**config.mk**
```make
export PLATFORM = sky130hd
export DESIGN_NAME = demux_route_sequencer_flat
export DESIGN_NICKNAME = d
export VERILOG_FILES = /design/src/rtl/demux_route_sequencer_if.sv /design/src/rtl/demux_route_sequencer.sv /design/src/flat_wrapper.sv
export SDC_FILE = /design/constraint.sdc
export NUM_CORES = 1
export LEC_CHECK = 0
export BUFFER_PORTS_ARGS = -buffer_cell sky130_fd_sc_hd__buf_2
export CAP_MARGIN = 20
export CORE_AREA = 4 4 59 61
export CTS_CLUSTER_SIZE = 25
export DETAILED_ROUTE_END_ITERATION = 10
export DIE_AREA = 0 0 63 65
export SYNTH_ARGS = -nofsm -noshare
export SYNTH_HDL_FRONTEND = slang
export SYNTH_SLANG_ARGS = --single-unit
```
**constraint.sdc**
```tcl
create_clock -name clk -period 4.5 [get_ports clk]
set_input_delay 0 -clock clk [delete_from_list [all_inputs] [get_ports clk]]
set_output_delay 0 -clock clk [all_outputs]
set_load 0.1 [all_outputs]
```
**src/rtl/demux_route_sequencer_if.sv**
```systemverilog
// rtl/demux_route_sequencer_if.sv - routing request handshake between a request source and the sequencer
interface demux_route_sequencer_if #(
  parameter int CNT_W = 8
);
  logic             req_valid;
  logic             req_ready;
  logic [2:0]       req_ch;
  logic [CNT_W-1:0] req_len;

  modport master (output req_valid, req_ch, req_len, input req_ready);
  modport slave  (input req_valid, req_ch, req_len, output req_ready);
endinterface

```
**src/rtl/demux_route_sequencer.sv**
```systemverilog
// rtl/demux_route_sequencer.sv - drives demux data/selects so y[ch] sees a clean pulse,
// moving selects only while i is low with guard cycles on both sides of the pulse
module demux_route_sequencer #(
  parameter int CNT_W     = 8,
  parameter int SETUP_CYC = 1,
  parameter int HOLD_CYC  = 1
) (
  input  logic                    clk,
  input  logic                    rst_n,
  demux_route_sequencer_if.slave  req,
  output logic                    i,
  output logic                    s2,
  output logic                    s1,
  output logic                    s0,
  output logic                    busy,
  output logic                    done
);
  localparam int SW  = $clog2(SETUP_CYC + 1);
  localparam int HW  = $clog2(HOLD_CYC + 1);
  localparam int CW0 = (CNT_W > SW) ? CNT_W : SW;
  localparam int CW  = (CW0 > HW) ? CW0 : HW;

  typedef enum logic [1:0] {IDLE, SETUP, ACTIVE, HOLD} state_t;

  state_t           state, state_nx;
  logic [CW-1:0]    cnt, cnt_nx;
  logic [CNT_W-1:0] len_q, len_nx;
  logic [2:0]       sel, sel_nx;
  logic             i_nx, done_nx;
  logic             accept, last;

  assign req.req_ready = (state == IDLE);
  assign busy          = (state != IDLE);
  assign accept        = req.req_valid && req.req_ready;
  assign last          = (cnt == CW'(1));
  assign {s2, s1, s0}  = sel;

  always_ff @(posedge clk or negedge rst_n) begin
    if (!rst_n) state <= IDLE;
    else        state <= state_nx;
  end

  // One down-counter serves all timed states; it is reloaded on every state entry
  always_comb begin
    state_nx = state;
    cnt_nx   = cnt;
    len_nx   = len_q;
    sel_nx   = sel;
    i_nx     = i;
    done_nx  = 1'b0;
    case (state)
      IDLE: begin
        if (accept) begin
          if (req.req_len != '0) begin
            state_nx = SETUP;
            sel_nx   = req.req_ch;
            cnt_nx   = CW'(SETUP_CYC);
            len_nx   = req.req_len;
          end else begin
            done_nx  = 1'b1;
          end
        end
      end
      SETUP: begin
        if (last) begin
          state_nx = ACTIVE;
          i_nx     = 1'b1;
          cnt_nx   = CW'(len_q);
        end else begin
          cnt_nx   = cnt - CW'(1);
        end
      end
      ACTIVE: begin
        if (last) begin
          state_nx = HOLD;
          i_nx     = 1'b0;
          cnt_nx   = CW'(HOLD_CYC);
        end else begin
          cnt_nx   = cnt - CW'(1);
        end
      end
      HOLD: begin
        if (last) begin
          state_nx = IDLE;
          cnt_nx   = '0;
          done_nx  = 1'b1;
        end else begin
          cnt_nx   = cnt - CW'(1);
        end
      end
      default: state_nx = IDLE;
    endcase
  end

  always_ff @(posedge clk or negedge rst_n) begin
    if (!rst_n) begin
      cnt   <= '0;
      len_q <= '0;
      sel   <= 3'b000;
      i     <= 1'b0;
      done  <= 1'b0;
    end else begin
      cnt   <= cnt_nx;
      len_q <= len_nx;
      sel   <= sel_nx;
      i     <= i_nx;
      done  <= done_nx;
    end
  end
endmodule

```
**src/flat_wrapper.sv**
```systemverilog
// flat-port wrapper written by rule: the top's interface ports become plain ports
module demux_route_sequencer_flat 
#(
  parameter int CNT_W     = 8,
  parameter int SETUP_CYC = 1,
  parameter int HOLD_CYC  = 1
)
  (clk, rst_n, i, s2, s1, s0, busy, done, req_req_valid, req_req_ch, req_req_len, req_req_ready);
  demux_route_sequencer_if #(.CNT_W(CNT_W)) req_i ();
  input  logic clk;
  input  logic rst_n;
  output logic i;
  output logic s2;
  output logic s1;
  output logic s0;
  output logic busy;
  output logic done;
  input wire logic [$bits(req_i.req_valid)-1:0] req_req_valid;
  input wire logic [$bits(req_i.req_ch)-1:0] req_req_ch;
  input wire logic [$bits(req_i.req_len)-1:0] req_req_len;
  output wire logic [$bits(req_i.req_ready)-1:0] req_req_ready;
  assign req_i.req_valid = req_req_valid;
  assign req_i.req_ch = req_req_ch;
  assign req_i.req_len = req_req_len;
  assign req_req_ready = req_i.req_ready;
  demux_route_sequencer #(.CNT_W(CNT_W), .SETUP_CYC(SETUP_CYC), .HOLD_CYC(HOLD_CYC)) u_core (.clk(clk), .rst_n(rst_n), .req(req_i), .i(i), .s2(s2), .s1(s1), .s0(s0), .busy(busy), .done(done));
endmodule
```
==> implementation parameters <==
Parameter                              Value

Place
  I/O Buffers    20
  Gp weighted congestion    0.8538
  Sum of net half-perimeters after detailed placement    2.054 mm
  Cell total after placement    166

Setup path
  Critical path fanouts, max    15
  Required time at the endpoint of the critical path    4710 ps
  Type of element capturing the critical path    flop
  Worst setup slack for register-to-register paths    2390 ps
  Worst Path Class, Setup    reg -> reg
  Arrival time at the worst endpoint    2320 ps
  Endpoint of the lowest-slack register-to-register path    u_core.sel[0]$_DFFE_PN0P_
  Launching point of the worst reg2reg path    u_core.state[1]$_DFFE_PN0P_
  Depth of the worst register-to-register path    5
  Type of origin of the critical path    flop

Timing
  Transition time of the tightest slew-check pin    595.1 ps
  RSZ-0062 raised after global routing    no
  Max transition margin    60.11%
  Clk_skew    4.356 ps
  Ratio of final minimum period to clock period    46.84%
  Post-route minimum period    2108 ps
  Final setup violation count    0
  Maximum clock rate    0.4744 GHz
  Fin. max-slew vios    0
  Final Hold Fails    0
  Setup tns final    0 ps

Logic synthesis
  Main area contributors after synthesis    sky130_fd_sc_hd__dfrtp_1, sky130_fd_sc_hd__mux2_2, sky130_fd_sc_hd__ha_1
  Cell count after synthesis    114
  Most frequent cell after synthesis    sky130_fd_sc_hd__dfrtp_1
  Net count after synthesis    134
  Most frequent cells after synthesis    sky130_fd_sc_hd__dfrtp_1, sky130_fd_sc_hd__inv_1, sky130_fd_sc_hd__mux2_2
  Netlist Area Pre-Place    0.001281 mm^2
  Proportion of synthesized flip-flops having asynchronous set or reset    100.0%
  Share of the yosys chip area belonging to registers    44.92%
  Count of distinct cell types in the synthesized netlist    41
  Total of warnings raised by yosys    0
  Top FF cell, synth    sky130_fd_sc_hd__dfrtp_1
  Top cell type's share of synthesized area    44.92%
  Synth Register Bits    23
  Average cell area after synthesis    11.24 um^2
  Cell type with the highest aggregate area in the netlist    sky130_fd_sc_hd__dfrtp_1
  Number of synthesized flops with an enable pin    0

Clocking
  Clock-pin slew on the worst setup and hold paths    130 ps
  Clock root buffer    sky130_fd_sc_hd__clkbuf_4
  Hold-fix buffer count after cts    13
  H-tree Lvls    1
  Clock Sink Count    23
  Number of buffers created by CTS    3
  Clock latency at the later pin of the worst-skew pair    310 ps
  Clock tree buffer depth    2
  Count of instances resized after the clock tree is built    0
  Post-CTS Setup Bufs    0
  TritonCTS clock tree    yes

Pwr
  Final Power    1205 uW
  Static power due to leakage    0.0006903 uW
  Power per unit of standard cell area    764.6 mW/mm^2
  Peak VDD IR    508.4 uV

Floorplan
  Row Count    20
  Boundary Pins    21
  Die Footprint    0.004095 mm^2
  Effective utilization at floorplan    43.03%
  Die X-Extent    63 um
  Floorplan die height    65 um
  Core box area    0.002978 mm^2

GRT
  Total routing resource utilization after global routing    14.99%
  Pin count of the biggest net entering global routing    24
  GRT Residual Overflow    0
  Global-route wire length before repair    4.926 mm
  Vias in the first global route    1055
  Antenna violations before repair    0

Worst hold path
  Worst Hold End    u_core.done$_DFF_PN0_
  Hold Crit Start    req_req_valid
  Worst hold path depth    3
  Worst hold path type    in -> reg

Routing
  Via-to-Cell Ratio    5.678
  Number of vias in the routed layout    1039
  WL per Instance    15.31 um
  Antenna-violating nets left    0
  Number of DRC markers after the initial detailed-route iteration    45
  Detailed Routing Iterations Pass 1    4
  Final routed DRC violation total    0
  Final routed wirelength across all metal layers    2.802 mm

Layout
  Area of combinational cells with multiple inputs    666.9 um^2
  Total of fill cells in the finished design    270
  Share of post-route cells with drive strength above 1    30.67%
  End-of-flow core utilization    52.90%
  Final Net Count    171
  Count of placed standard cells in the final layout, fillers left out    183
  Area Overhead vs Synth    22.95%
  Area used by sequential logic in the layout    575.6 um^2
  Diodes inserted    0

Flow run
  Reported max-cap violation count    0

Outcome
  Run status    complete, no violations
registers in the layout, summed over array words and instances, names as in the netlist:
name / flops
u_core.done: 1
u_core.len_q: 8
u_core.i: 1
u_core.cnt: 8
u_core.state: 2
u_core.sel: 3
per-stage QoR:
stage / instance area (um^2) / hold slack, ps / setup slack, ps
2_1_floorplan: 1281 / -295.6 / 1472
5_1_grt: 1575 / 38.11 / 2159
3_5_place_dp: 1418 / 10.64 / 2391
4_1_cts: 1575 / 26.58 / 2355
3_3_place_gp: 1418 / 1.378 / 2495
6_report: 1575 / 35.06 / 2392
worst max-delay path, cell delays in order (launching register included):
cell	delay [ps]
sky130_fd_sc_hd__dfrtp_1	450
sky130_fd_sc_hd__inv_1	100
sky130_fd_sc_hd__ha_1	490
sky130_fd_sc_hd__nand2_1	150
sky130_fd_sc_hd__nor2_2	440
sky130_fd_sc_hd__mux2_2	390
cells by family (layout without fill, tap and decap cells):
logic type / count (synthesis) / in the layout / synth area share (%)
flip-flops: 23 / 23 / 44.92
multiplexers: 12 / 12 / 10.74
adder cells (fa/ha/maj): 6 / 6 / 5.859
AND/OR/NAND/NOR: 30 / 30 / 15.63
AO/OA/AOI/OAI: 33 / 33 / 19.83
buffers and inverters: 10 / 46 / 3.027
per-layer routing:
layer  track usage [%]  share of wire [%]  up-vias
met3             2.773                4.1        2
met2             24.51                 46       21
met1             20.59                 49      514
li1                  -                  -      502
met4             3.306               0.46        0
met5                 0                  0        -
area by class of cell:
cell class	instances	share of cell area [%]
Multi-Input combinational cell	81	42.34
Sequential cell	23	36.54
Timing Repair Buffer	33	14.61
Tap cell	33	2.621
Inverter	9	2.145
Clock buffer	3	1.430
Clock inverter	1	0.3177
cells in the final DEF, fill, tap and decap left out, types with 2 or more instances in the layout:
cell type                       Yosys  routed
sky130_fd_sc_hd__nor3_1             2       2
sky130_fd_sc_hd__dfrtp_1           23      23
sky130_fd_sc_hd__buf_2              1      20
sky130_fd_sc_hd__dlygate4sd3_1      0      13
sky130_fd_sc_hd__or4_4              2       2
sky130_fd_sc_hd__ha_1               6       6
sky130_fd_sc_hd__nand2_1            5       5
sky130_fd_sc_hd__nor2_1             5       5
sky130_fd_sc_hd__mux2_1             2       2
sky130_fd_sc_hd__clkbuf_4           0       3
sky130_fd_sc_hd__o21ai_0            6       6
sky130_fd_sc_hd__mux2_2             8       8
sky130_fd_sc_hd__a32o_1             2       2
sky130_fd_sc_hd__a221o_1            2       2
sky130_fd_sc_hd__nand3_1            3       3
sky130_fd_sc_hd__a21oi_1            7       7
sky130_fd_sc_hd__inv_1              9       9
sky130_fd_sc_hd__nand2b_1           2       2
sky130_fd_sc_hd__a32oi_1            5       5
power by group:
part / internal (uW) / switching, uW
registers: 296 / 71.2
clock network: 33.2 / 65.8
logic: 261 / 477
worst max path at each step:
stage | from | to | slack (ps) | depth (start not counted)
floorplan | u_core.state[0]$_DFFE_PN0P_ | u_core.cnt[2]$_DFFE_PN0P_ | 1470 | 6
global placement | u_core.state[0]$_DFFE_PN0P_ | u_core.sel[0]$_DFFE_PN0P_ | 2490 | 5
detailed placement | u_core.state[1]$_DFFE_PN0P_ | u_core.sel[0]$_DFFE_PN0P_ | 2390 | 5
CTS | u_core.state[1]$_DFFE_PN0P_ | u_core.sel[0]$_DFFE_PN0P_ | 2350 | 5
global route | u_core.state[1]$_DFFE_PN0P_ | u_core.len_q[3]$_DFFE_PN0P_ | 2160 | 5
finish | u_core.state[1]$_DFFE_PN0P_ | u_core.sel[0]$_DFFE_PN0P_ | 2390 | 5
Power figures use the tool's default switching activity.
